### src/rtl/sram_mem_controller_pkg.sv
// Shared definitions for the SRAM data-memory controller: FSM encoding, default base address, pad width.
package sram_mem_controller_pkg;
    typedef enum logic [1:0] {
        IDLE = 2'd0,
        LO   = 2'd1,
        HI   = 2'd2,
        DONE = 2'd3
    } sram_state_e;

    localparam int unsigned ADDR_BASE_DEFAULT = 32'd1024;
    localparam int          SRAM_DW           = 16;
endpackage

### src/rtl/sram_beat_timer.sv
// Per-beat wait-state counter: reloaded with WAIT_CYCLES on entry to a beat, flags the beat's last cycle.
module sram_beat_timer #(
    parameter int unsigned WAIT_CYCLES = 1
) (
    input  logic clk,
    input  logic rst,
    input  logic i_load,
    output logic o_last
);
    logic [3:0] r_count;

    always_ff @(posedge clk or negedge rst) begin
        if (!rst) begin
            r_count <= 4'd0;
        end else if (i_load) begin
            r_count <= 4'(WAIT_CYCLES);
        end else if (!o_last) begin
            r_count <= r_count - 4'd1;
        end
    end

    assign o_last = (r_count == 4'd0);
endmodule

### src/rtl/sram_mem_controller.sv
// Maps 32-bit MEM-stage loads/stores onto a 16-bit async SRAM as two half-word beats.
// Optional SRAM_CTRL_STATS_EN adds saturating rd_count/wr_count outputs.
module sram_mem_controller
    import sram_mem_controller_pkg::*;
#(
    parameter int unsigned ADDR_BASE   = ADDR_BASE_DEFAULT,
    parameter int unsigned SRAM_AW     = 18,
    parameter int unsigned WAIT_CYCLES = 1
) (
    input  logic               clk,
    input  logic               rst,
    input  logic               wr_en,
    input  logic               rd_en,
    input  logic [31:0]        address,
    input  logic [31:0]        write_data,
    output logic [31:0]        read_data,
    output logic               ready,
    output logic [SRAM_AW-1:0] sram_addr,
    output logic [SRAM_DW-1:0] sram_dq_out,
    output logic               sram_dq_oe,
    input  logic [SRAM_DW-1:0] sram_dq_in,
    output logic               sram_we_n,
    output logic               sram_oe_n,
    output logic               sram_ce_n,
    output sram_state_e        dbg_state
`ifdef SRAM_CTRL_STATS_EN
    ,
    output logic [15:0]        rd_count,
    output logic [15:0]        wr_count
`endif
);
    sram_state_e        r_state;
    logic [SRAM_AW-2:0] r_word;
    logic [31:0]        r_wdata;
    logic [31:0]        r_read_data;
    logic               r_is_wr;

    logic        w_req;
    logic        w_last;
    logic        w_busy;
    logic        w_load;
    logic [31:0] w_offset;
    logic        w_unused;

    assign w_req    = rd_en | wr_en;
    assign w_offset = address - ADDR_BASE;
    // Byte offset within the word and bits above the SRAM window are dropped.
    assign w_unused = ^{w_offset[31:SRAM_AW+1], w_offset[1:0]};
    assign w_busy   = (r_state == LO) || (r_state == HI);
    assign w_load   = ((r_state == IDLE) && w_req) || ((r_state == LO) && w_last);

    sram_beat_timer #(
        .WAIT_CYCLES(WAIT_CYCLES)
    ) u_beat_timer (
        .clk   (clk),
        .rst   (rst),
        .i_load(w_load),
        .o_last(w_last)
    );

    always_ff @(posedge clk or negedge rst) begin
        if (!rst) begin
            r_state     <= IDLE;
            r_word      <= '0;
            r_wdata     <= '0;
            r_is_wr     <= 1'b0;
            r_read_data <= '0;
        end else begin
            case (r_state)
                IDLE: begin
                    if (w_req) begin
                        r_state <= LO;
                        r_word  <= w_offset[SRAM_AW:2];
                        r_wdata <= write_data;
                        r_is_wr <= wr_en;
                    end
                end
                LO: begin
                    if (w_last) begin
                        r_state <= HI;
                        if (!r_is_wr) r_read_data[15:0] <= sram_dq_in;
                    end
                end
                HI: begin
                    if (w_last) begin
                        r_state <= DONE;
                        if (!r_is_wr) r_read_data[31:16] <= sram_dq_in;
                    end
                end
                default: r_state <= IDLE;
            endcase
        end
    end

    // we_n is released on each beat's last cycle so data is held past the strobe edge.
    assign sram_ce_n   = ~w_busy;
    assign sram_oe_n   = ~(w_busy & ~r_is_wr);
    assign sram_we_n   = ~(w_busy & r_is_wr & ~w_last);
    assign sram_dq_oe  = w_busy & r_is_wr;
    assign sram_addr   = {r_word, (r_state == HI)};
    assign sram_dq_out = (r_state == HI) ? r_wdata[31:16] : r_wdata[15:0];
    assign ready       = ~w_req | (r_state == DONE);
    assign read_data   = r_read_data;
    assign dbg_state   = r_state;

`ifdef SRAM_CTRL_STATS_EN
    logic [15:0] r_rd_count;
    logic [15:0] r_wr_count;
    logic        w_enter_done;

    assign w_enter_done = (r_state == HI) && w_last;

    always_ff @(posedge clk or negedge rst) begin
        if (!rst) begin
            r_rd_count <= 16'd0;
            r_wr_count <= 16'd0;
        end else if (w_enter_done) begin
            if (r_is_wr) begin
                if (r_wr_count != 16'hFFFF) r_wr_count <= r_wr_count + 16'd1;
            end else begin
                if (r_rd_count != 16'hFFFF) r_rd_count <= r_rd_count + 16'd1;
            end
        end
    end

    assign rd_count = r_rd_count;
    assign wr_count = r_wr_count;
`endif
endmodule

### config.mk
export PLATFORM = sky130hd
export DESIGN_NAME = sram_mem_controller
export DESIGN_NICKNAME = d
export VERILOG_FILES = /design/src/rtl/sram_mem_controller_pkg.sv /design/src/rtl/sram_beat_timer.sv /design/src/rtl/sram_mem_controller.sv
export SDC_FILE = /design/constraint.sdc
export NUM_CORES = 1
export LEC_CHECK = 0
export CAP_MARGIN = 20
export CORE_MARGIN = 4
export CORE_UTILIZATION = 43
export DETAILED_ROUTE_END_ITERATION = 8
export PLACE_DENSITY = 0.86
export SLEW_MARGIN = 0
export SYNTH_ARGS = -nofsm -noshare
export SYNTH_HDL_FRONTEND = slang
export SYNTH_HIERARCHICAL = 1
export SYNTH_SLANG_ARGS = --single-unit
### constraint.sdc
create_clock -name clk -period 2.5 [get_ports clk]
set_input_delay 0.375 -clock clk [delete_from_list [all_inputs] [get_ports clk]]
set_output_delay 0.375 -clock clk [all_outputs]
set_load 0.02 [all_outputs]
==> impl_metrics.env, run 1 <==
export IMPL_timing_critical_path_buf_inv=2
export IMPL_totalWireLength_mm=9.04
export IMPL_power_clock_fraction_pct=12.8
export IMPL_run_status="completed"
export IMPL_synth_cell_types=34
export IMPL_hold_class="input pin to asynchronous set/reset pin"
export IMPL_share_comb_of_total_power_pct=53.8
export IMPL_final_instance_count_excl_fill=604
export IMPL_globalRouteOverflowTotal=0
export IMPL_antenna_found_initial=0
export IMPL_clk_pin_slew_worst_paths_ns=0.09
export IMPL_synthAdderAreaFrac_pct=2.32
export IMPL_critical_path_startpoint_type="flop"
export IMPL_ys_ff_latch=88
export IMPL_core_area_sq_um=8380
export IMPL_final_critical_path_setup_slack_ns=0.167
export IMPL_worstMarginPinSlew_ns=0.576
export IMPL_timing_critical_path_to_type="output pin"
export IMPL_detailedRoute_firstPassIterationCount=4
export IMPL_final_setup_skew_ns=0.00739
export IMPL_final_max_slew_viol_count=0
export IMPL_critical_path_top_delay_family="buffers and inverters"
export IMPL_setup_viol_count_final=0
export IMPL_final_seq_area_sq_um=2200
export IMPL_layout_commonest_cell="sky130_fd_sc_hd__nand2_1"
export IMPL_layout_filler_cells=689
export IMPL_route_detailed_drc=0
export IMPL_clock_tree_htree_level_count=3
export IMPL_multi_input_gate_area_in_the_final_layout_sq_um=1500
export IMPL_nets=585
export IMPL_cts_root_buffer="sky130_fd_sc_hd__clkbuf_8"
export IMPL_crit_chain="inv_1 > ha_1 > and2_1 > clkdlybuf4s50_1"
export IMPL_drtAntennaViolNets=0
export IMPL_switching_share_pct=39.5
export IMPL_pre_cts_slack_ns=0.264
export IMPL_synthMuxAreaShare_pct=14.8
export IMPL_switching_power_mw=2.98
export IMPL_synth_compound_area_share_pct=3.31
export IMPL_die_h_microns=102
export IMPL_initial_core_util_pct=45.1
export IMPL_die_width_microns=102
export IMPL_wire_length_of_the_first_global_routing_pass_mm=14.6
export IMPL_placement_io_buffers=141
export IMPL_finalWeightedCongestion=0.765
export IMPL_route_detailed_vias_per_inst=4.92
export IMPL_grtUsageTotal_pct=18.0
export IMPL_sequentialPowerShare_pct=33.4
export IMPL_wl_per_cell_microns=15.0
export IMPL_clock_insertion_delay_worst_skew_ns=0.34
export IMPL_placement_rows=33
export IMPL_max_freq_mhz=429
export IMPL_cts_inserted_buffers=9
export IMPL_placed_cells_incl_taps=587
export IMPL_highest_count_cells_in_the_layout_ignoring_fill_and_taps="sky130_fd_sc_hd__nand2_1, sky130_fd_sc_hd__clkdlybuf4s50_1, sky130_fd_sc_hd__dfrtp_1"
export IMPL_min_period_ns=2.33
export IMPL_drt_first_iter_violations=68
export IMPL_drive_gt1_share_pct=15.4
export IMPL_max_cap_violations=0
export IMPL_total_negative_slack_ns=0
export IMPL_critPathSlowestCell="sky130_fd_sc_hd__clkdlybuf4s50_1"
export IMPL_die_area_sq_um=10300
export IMPL_mapped_cell_area_sq_um=3780
export IMPL_post_cts_hold_buffer_count=0
export IMPL_setup_worst_path_class="flop to output pin"
export IMPL_cts_path_max_buffers=2
export IMPL_worst_endpoint_arrival_ns=1.96
export IMPL_register_area_share_after_synthesis_pct=58.3
export IMPL_vias=2974
export IMPL_p_leak_nw=2.56
export IMPL_synthXorXnorAreaFrac_pct=0.696
export IMPL_cts_sinks=88
export IMPL_cellInternalPower_mw=4.57
export IMPL_number_of_global_route_vias_before_repair=3095
export IMPL_syn_inst=351
export IMPL_ys_warnings_count=6
export IMPL_worst_slew_margin_rel_pct=61.6
export IMPL_fin_area_sq_um=5540
export IMPL_timing_critical_path_slowest_cell_delay_ns=0.62
export IMPL_critPathRequiredTime_ns=2.12
export IMPL_layout_area_growth_over_synthesis_pct=46.6
export IMPL_tritoncts="yes"
export IMPL_post_route_period_util_pct=93.3
export IMPL_grt_start_max_net_pins=46
export IMPL_synthesis_area_per_instance_sq_um=10.8
export IMPL_syn_num_nets=442
export IMPL_placed_area_sq_um=5350
export IMPL_power_ir_vdd_worst_uv=658
export IMPL_synthSimpleGateAreaFrac_pct=18.2
export IMPL_cellPowerDensity_nw_per_um2=1360
export IMPL_unrepaired_setup_endpoints_after_global_routing="false"
export IMPL_total_power_mw=7.55
export IMPL_synth_top_family_by_area="simple AND/OR/NAND/NOR gates"
export IMPL_final_count_of_hold_timing_violations=0
export IMPL_antenna_cells=0
export IMPL_detailed_place_hpwl_mm=6.75
export IMPL_critical_path_max_fanout=5
export IMPL_floorplan_io_pins=157
-- power by group through the flow --
stage | Clock (mW) | Combinational (mW) | Sequential (mW)
after floorplan | 0 | 1.81 | 2.99
after global placement | 0 | 4.14 | 2.50
after detailed placement | 0 | 4.23 | 2.55
after CTS | 0.994 | 4.13 | 2.53
after global routing | 1.06 | 4.40 | 2.60
final | 0.969 | 4.06 | 2.52
-- cells by family (layout without fill, tap and decap cells) --
kind of cell | count (synthesis) | count (layout)
fa+ha+maj | 7 | 7
xor+xnor | 3 | 3
simple gates | 161 | 161
buf+inv | 22 | 170
mux | 50 | 50
compound gates | 20 | 20
flops | 88 | 88
-- cell type report --
| type | count | share of cell area (%) |
|---|---|---|
| inverter | 7 | 0.474 |
| sequential | 88 | 39.8 |
| clock inverter | 7 | 1.27 |
| tap | 105 | 2.37 |
| multi-input combinational | 241 | 27.0 |
| timing repair buffer | 147 | 26.8 |
| clock buffer | 9 | 2.24 |
-- per-stage QoR --
step / utilization [%] / hold slack (ns)
floorplan: - / 0.0794
global placement: 63.9 / 0.401
detailed placement: 63.9 / 0.421
CTS: 66.0 / 0.0376
global route: 66.1 / 0.0499
finish: 66.1 / 0.0180
-- flip-flops by register name, indices dropped and copies added (netlist names) --
register              flops
r_wdata                  32
read_data                32
r_word                   17
u_beat_timer/r_count      4
dbg_state                 2
r_is_wr                   1
-- layer usage --
| metal | wire length (microns) | GRT usage, % |
|---|---|---|
| met5 | 0 | 0 |
| met4 | 116 | 5.73 |
| met3 | 668 | 5.58 |
| met2 | 4700 | 32.0 |
| met1 | 3550 | 20.6 |
-- final timing paths --
| check | depth (start not counted) | endpoint | slack [ns] | start |
|---|---|---|---|---|
| max | 4 | sram_dq_oe | 0.17 | dbg_state[0] |
| min | 1 | dbg_state[0] | 0.02 | rst |
| max reg2reg | 7 | read_data[5] | 0.37 | u_beat_timer/r_count[0] |
| min reg2reg | 2 | r_wdata[30] | 0.47 | r_wdata[30] |
| max in group asynchronous | 2 | r_word[13] | 1.82 | rst |
| min in group clk | 2 | r_wdata[30] | 0.47 | r_wdata[30] |
-- synthesized netlist by cell type --
master | instances | area (sq um)
sky130_fd_sc_hd__nor2b_1 | 1 | 6.26
sky130_fd_sc_hd__or4_4 | 1 | 11.3
sky130_fd_sc_hd__a2bb2oi_1 | 1 | 8.76
sky130_fd_sc_hd__or3_1 | 3 | 18.8
sky130_fd_sc_hd__clkbuf_1 | 9 | 33.8
sky130_fd_sc_hd__or4_1 | 2 | 15.0
sky130_fd_sc_hd__buf_1 | 2 | 7.51
sky130_fd_sc_hd__o21ai_0 | 6 | 30.0
sky130_fd_sc_hd__nor3b_4 | 1 | 18.8
sky130_fd_sc_hd__o21ai_1 | 1 | 5.00
sky130_fd_sc_hd__nor3_1 | 1 | 5.00
sky130_fd_sc_hd__buf_2 | 3 | 15.0
sky130_fd_sc_hd__inv_1 | 7 | 26.3
sky130_fd_sc_hd__a21oi_1 | 2 | 10.0
sky130_fd_sc_hd__nand2_1 | 130 | 488
sky130_fd_sc_hd__nand3b_1 | 2 | 15.0
sky130_fd_sc_hd__mux2_2 | 48 | 541
sky130_fd_sc_hd__or2_2 | 2 | 12.5
sky130_fd_sc_hd__xnor2_1 | 3 | 26.3
sky130_fd_sc_hd__or3b_1 | 1 | 8.76
sky130_fd_sc_hd__nor3b_1 | 1 | 7.51
sky130_fd_sc_hd__or2b_1 | 1 | 7.51
sky130_fd_sc_hd__o21a_1 | 1 | 7.51
sky130_fd_sc_hd__a31oi_1 | 5 | 31.3
sky130_fd_sc_hd__nor2_1 | 9 | 33.8
sky130_fd_sc_hd__dfrtp_1 | 88 | 2200
sky130_fd_sc_hd__o32a_1 | 1 | 10.0
sky130_fd_sc_hd__or2_1 | 1 | 6.26
sky130_fd_sc_hd__mux2i_1 | 2 | 20.0
sky130_fd_sc_hd__buf_4 | 1 | 7.51
sky130_fd_sc_hd__nand2b_1 | 4 | 25.0
sky130_fd_sc_hd__and2_1 | 1 | 6.26
sky130_fd_sc_hd__ha_1 | 7 | 87.6
sky130_fd_sc_hd__o31ai_1 | 3 | 22.5
-- what timing repair did --
item / 4_1_cts / 5_1_grt
buffers inserted: 1 / 0
setup endpoints to repair: 17 / 1
gates resized for setup: 16 / 1
hold endpoints to repair: 0 / 0
(Power assumes the default switching activity.)
==> run 2: changes to the inputs <==
--- a/config.mk
+++ b/config.mk
@@ -9,6 +9,8 @@
 export CORE_MARGIN = 4
 export CORE_UTILIZATION = 43
 export DETAILED_ROUTE_END_ITERATION = 8
+export GPL_ROUTABILITY_DRIVEN = 1
+export MAX_ROUTING_LAYER = met4
 export PLACE_DENSITY = 0.86
 export SLEW_MARGIN = 0
 export SYNTH_ARGS = -nofsm -noshare
==> impl_metrics.env, run 2 (synthesis gave the netlist of run 1 again) <==
export IMPL_run_status="completed"
export IMPL_placed_area_sq_um=5350
export IMPL_drtAntennaViolNets=0
export IMPL_grtUsageTotal_pct=18.6
export IMPL_regToRegSetupSlack_ns=0.37
export IMPL_drt_first_iter_violations=67
export IMPL_cts_root_buffer="sky130_fd_sc_hd__clkbuf_8"
export IMPL_highest_count_cells_in_the_layout_ignoring_fill_and_taps="sky130_fd_sc_hd__nand2_1, sky130_fd_sc_hd__clkdlybuf4s50_1, sky130_fd_sc_hd__dfrtp_1"
export IMPL_power_ir_vdd_worst_uv=659
export IMPL_cts_sinks=88
export IMPL_final_critical_path_setup_slack_ns=0.165
export IMPL_post_route_period_util_pct=93.4
export IMPL_p_leak_nw=2.56
export IMPL_placement_rows=33
export IMPL_timing_reg2reg_worst_path_depth=7
export IMPL_setup_viol_count_final=0
export IMPL_critical_path_max_fanout=5
export IMPL_clk_pin_slew_worst_paths_ns=0.09
export IMPL_final_seq_area_sq_um=2200
export IMPL_placed_cells_incl_taps=587
export IMPL_cts_inserted_buffers=9
export IMPL_multi_input_gate_area_in_the_final_layout_sq_um=1500
export IMPL_worst_slew_margin_rel_pct=61.6
export IMPL_final_count_of_hold_timing_violations=0
export IMPL_clock_insertion_delay_worst_skew_ns=0.35
export IMPL_final_core_util_pct=66.1
export IMPL_die_width_microns=102
export IMPL_final_instance_count_excl_fill=604
export IMPL_globalRouteOverflowTotal=0
export IMPL_route_detailed_vias_per_inst=4.95
export IMPL_grt_start_max_net_pins=46
export IMPL_worst_endpoint_arrival_ns=1.96
export IMPL_antenna_cells=0
export IMPL_total_power_mw=7.55
export IMPL_vias=2987
export IMPL_detailed_place_hpwl_mm=6.75
export IMPL_hold_slack_ns=0.0157
export IMPL_drive_gt1_share_pct=15.4
export IMPL_antenna_found_initial=0
export IMPL_initial_core_util_pct=45.1
export IMPL_cellPowerDensity_nw_per_um2=1360
export IMPL_critical_path_reg2reg_endpoint="read_data[5]"
export IMPL_final_setup_skew_ns=0.00817
export IMPL_pre_cts_slack_ns=0.264
export IMPL_worstMarginPinSlew_ns=0.576
export IMPL_fin_area_sq_um=5540
export IMPL_die_h_microns=102
export IMPL_wl_per_cell_microns=15.0
export IMPL_floorplan_io_pins=157
export IMPL_tritoncts="yes"
export IMPL_detailedRoute_firstPassIterationCount=4
export IMPL_route_detailed_drc=0
export IMPL_nets=585
export IMPL_clock_tree_htree_level_count=3
export IMPL_critPathRequiredTime_ns=2.12
export IMPL_timing_critical_path_to_type="output pin"
export IMPL_layout_commonest_cell="sky130_fd_sc_hd__nand2_1"
export IMPL_finalWeightedCongestion=0.776
export IMPL_setup_worst_path_class="flop to output pin"
export IMPL_unrepaired_setup_endpoints_after_global_routing="false"
export IMPL_die_area_sq_um=10300
export IMPL_totalWireLength_mm=9.05
export IMPL_total_negative_slack_ns=0
export IMPL_layout_area_growth_over_synthesis_pct=46.6
export IMPL_final_max_slew_viol_count=0
export IMPL_layout_filler_cells=689
export IMPL_cts_path_max_buffers=2
export IMPL_hold_class="input pin to asynchronous set/reset pin"
export IMPL_max_freq_mhz=428
export IMPL_max_cap_violations=0
export IMPL_wire_length_of_the_first_global_routing_pass_mm=14.6
export IMPL_min_period_ns=2.34
export IMPL_placement_io_buffers=141
export IMPL_critical_path_startpoint_type="flop"
export IMPL_worst_r2r_startpoint="u_beat_timer/r_count[0]"
export IMPL_number_of_global_route_vias_before_repair=3095
export IMPL_core_area_sq_um=8380
## run 2: cell counts in the layout (fill, tap and decap cells not counted)
No cell type changed its count.
## run 2: power by group
| part | switching [mW] | internal [mW] | leakage (nW) |
|---|---|---|---|
| Clock | 0.506 | 0.462 | 0.0994 |
| Sequential | 0.386 | 2.14 | 1.06 |
| Combinational | 2.09 | 1.97 | 1.40 |
| Total | 2.98 | 4.57 | 2.56 |
## run 2: metal layers
layer  share of wire [%]  global-route usage (%)  wire length, microns  vias to the layer above
met5                   0                       -                     0                        -
met4                 1.5                    5.73                   140                        0
met3                 5.6                    3.93                   507                       14
met2                  52                    32.1                  4680                       85
met1                  41                    21.8                  3720                     1452
li1                    -                       -                     -                     1436
## run 2: worst max-delay path, cell delays in order, from the launching register on
cell and delay, ns:
sky130_fd_sc_hd__dfrtp_1 0.43, sky130_fd_sc_hd__inv_1 0.10, sky130_fd_sc_hd__ha_1 0.31, sky130_fd_sc_hd__and2_1 0.16
sky130_fd_sc_hd__clkdlybuf4s50_1 0.62
## run 2: worst max-delay path by stage
| stage | startpoint | endpoint | slack (ns) |
|---|---|---|---|
| 6_report | dbg_state[0] | sram_dq_oe | 0.16 |
| 3_3_place_gp | wr_en | ready | 0.28 |
| 2_1_floorplan | dbg_state[0] | sram_dq_out[10] | 0.25 |
| 5_1_grt | dbg_state[0] | sram_dq_oe | 0.07 |
| 4_1_cts | dbg_state[0] | sram_we_n | 0.09 |
| 3_5_place_dp | wr_en | ready | 0.26 |
## run 2: repair_timing
action,4_1_cts,5_1_grt
endpoints found under the setup margin,17,1
setup buffers,1,0
resized for setup,16,1
hold buffers,0,0
## run 2: final cells by class
type                    instances  share of cell area [%]
well taps                     105                    2.37
multi-input cells             241                    27.0
clock inverters                 7                    1.27
clock buffers                   9                    2.24
inverters                       7                   0.474
flip-flops and latches         88                    39.8
repair buffers                147                    26.8
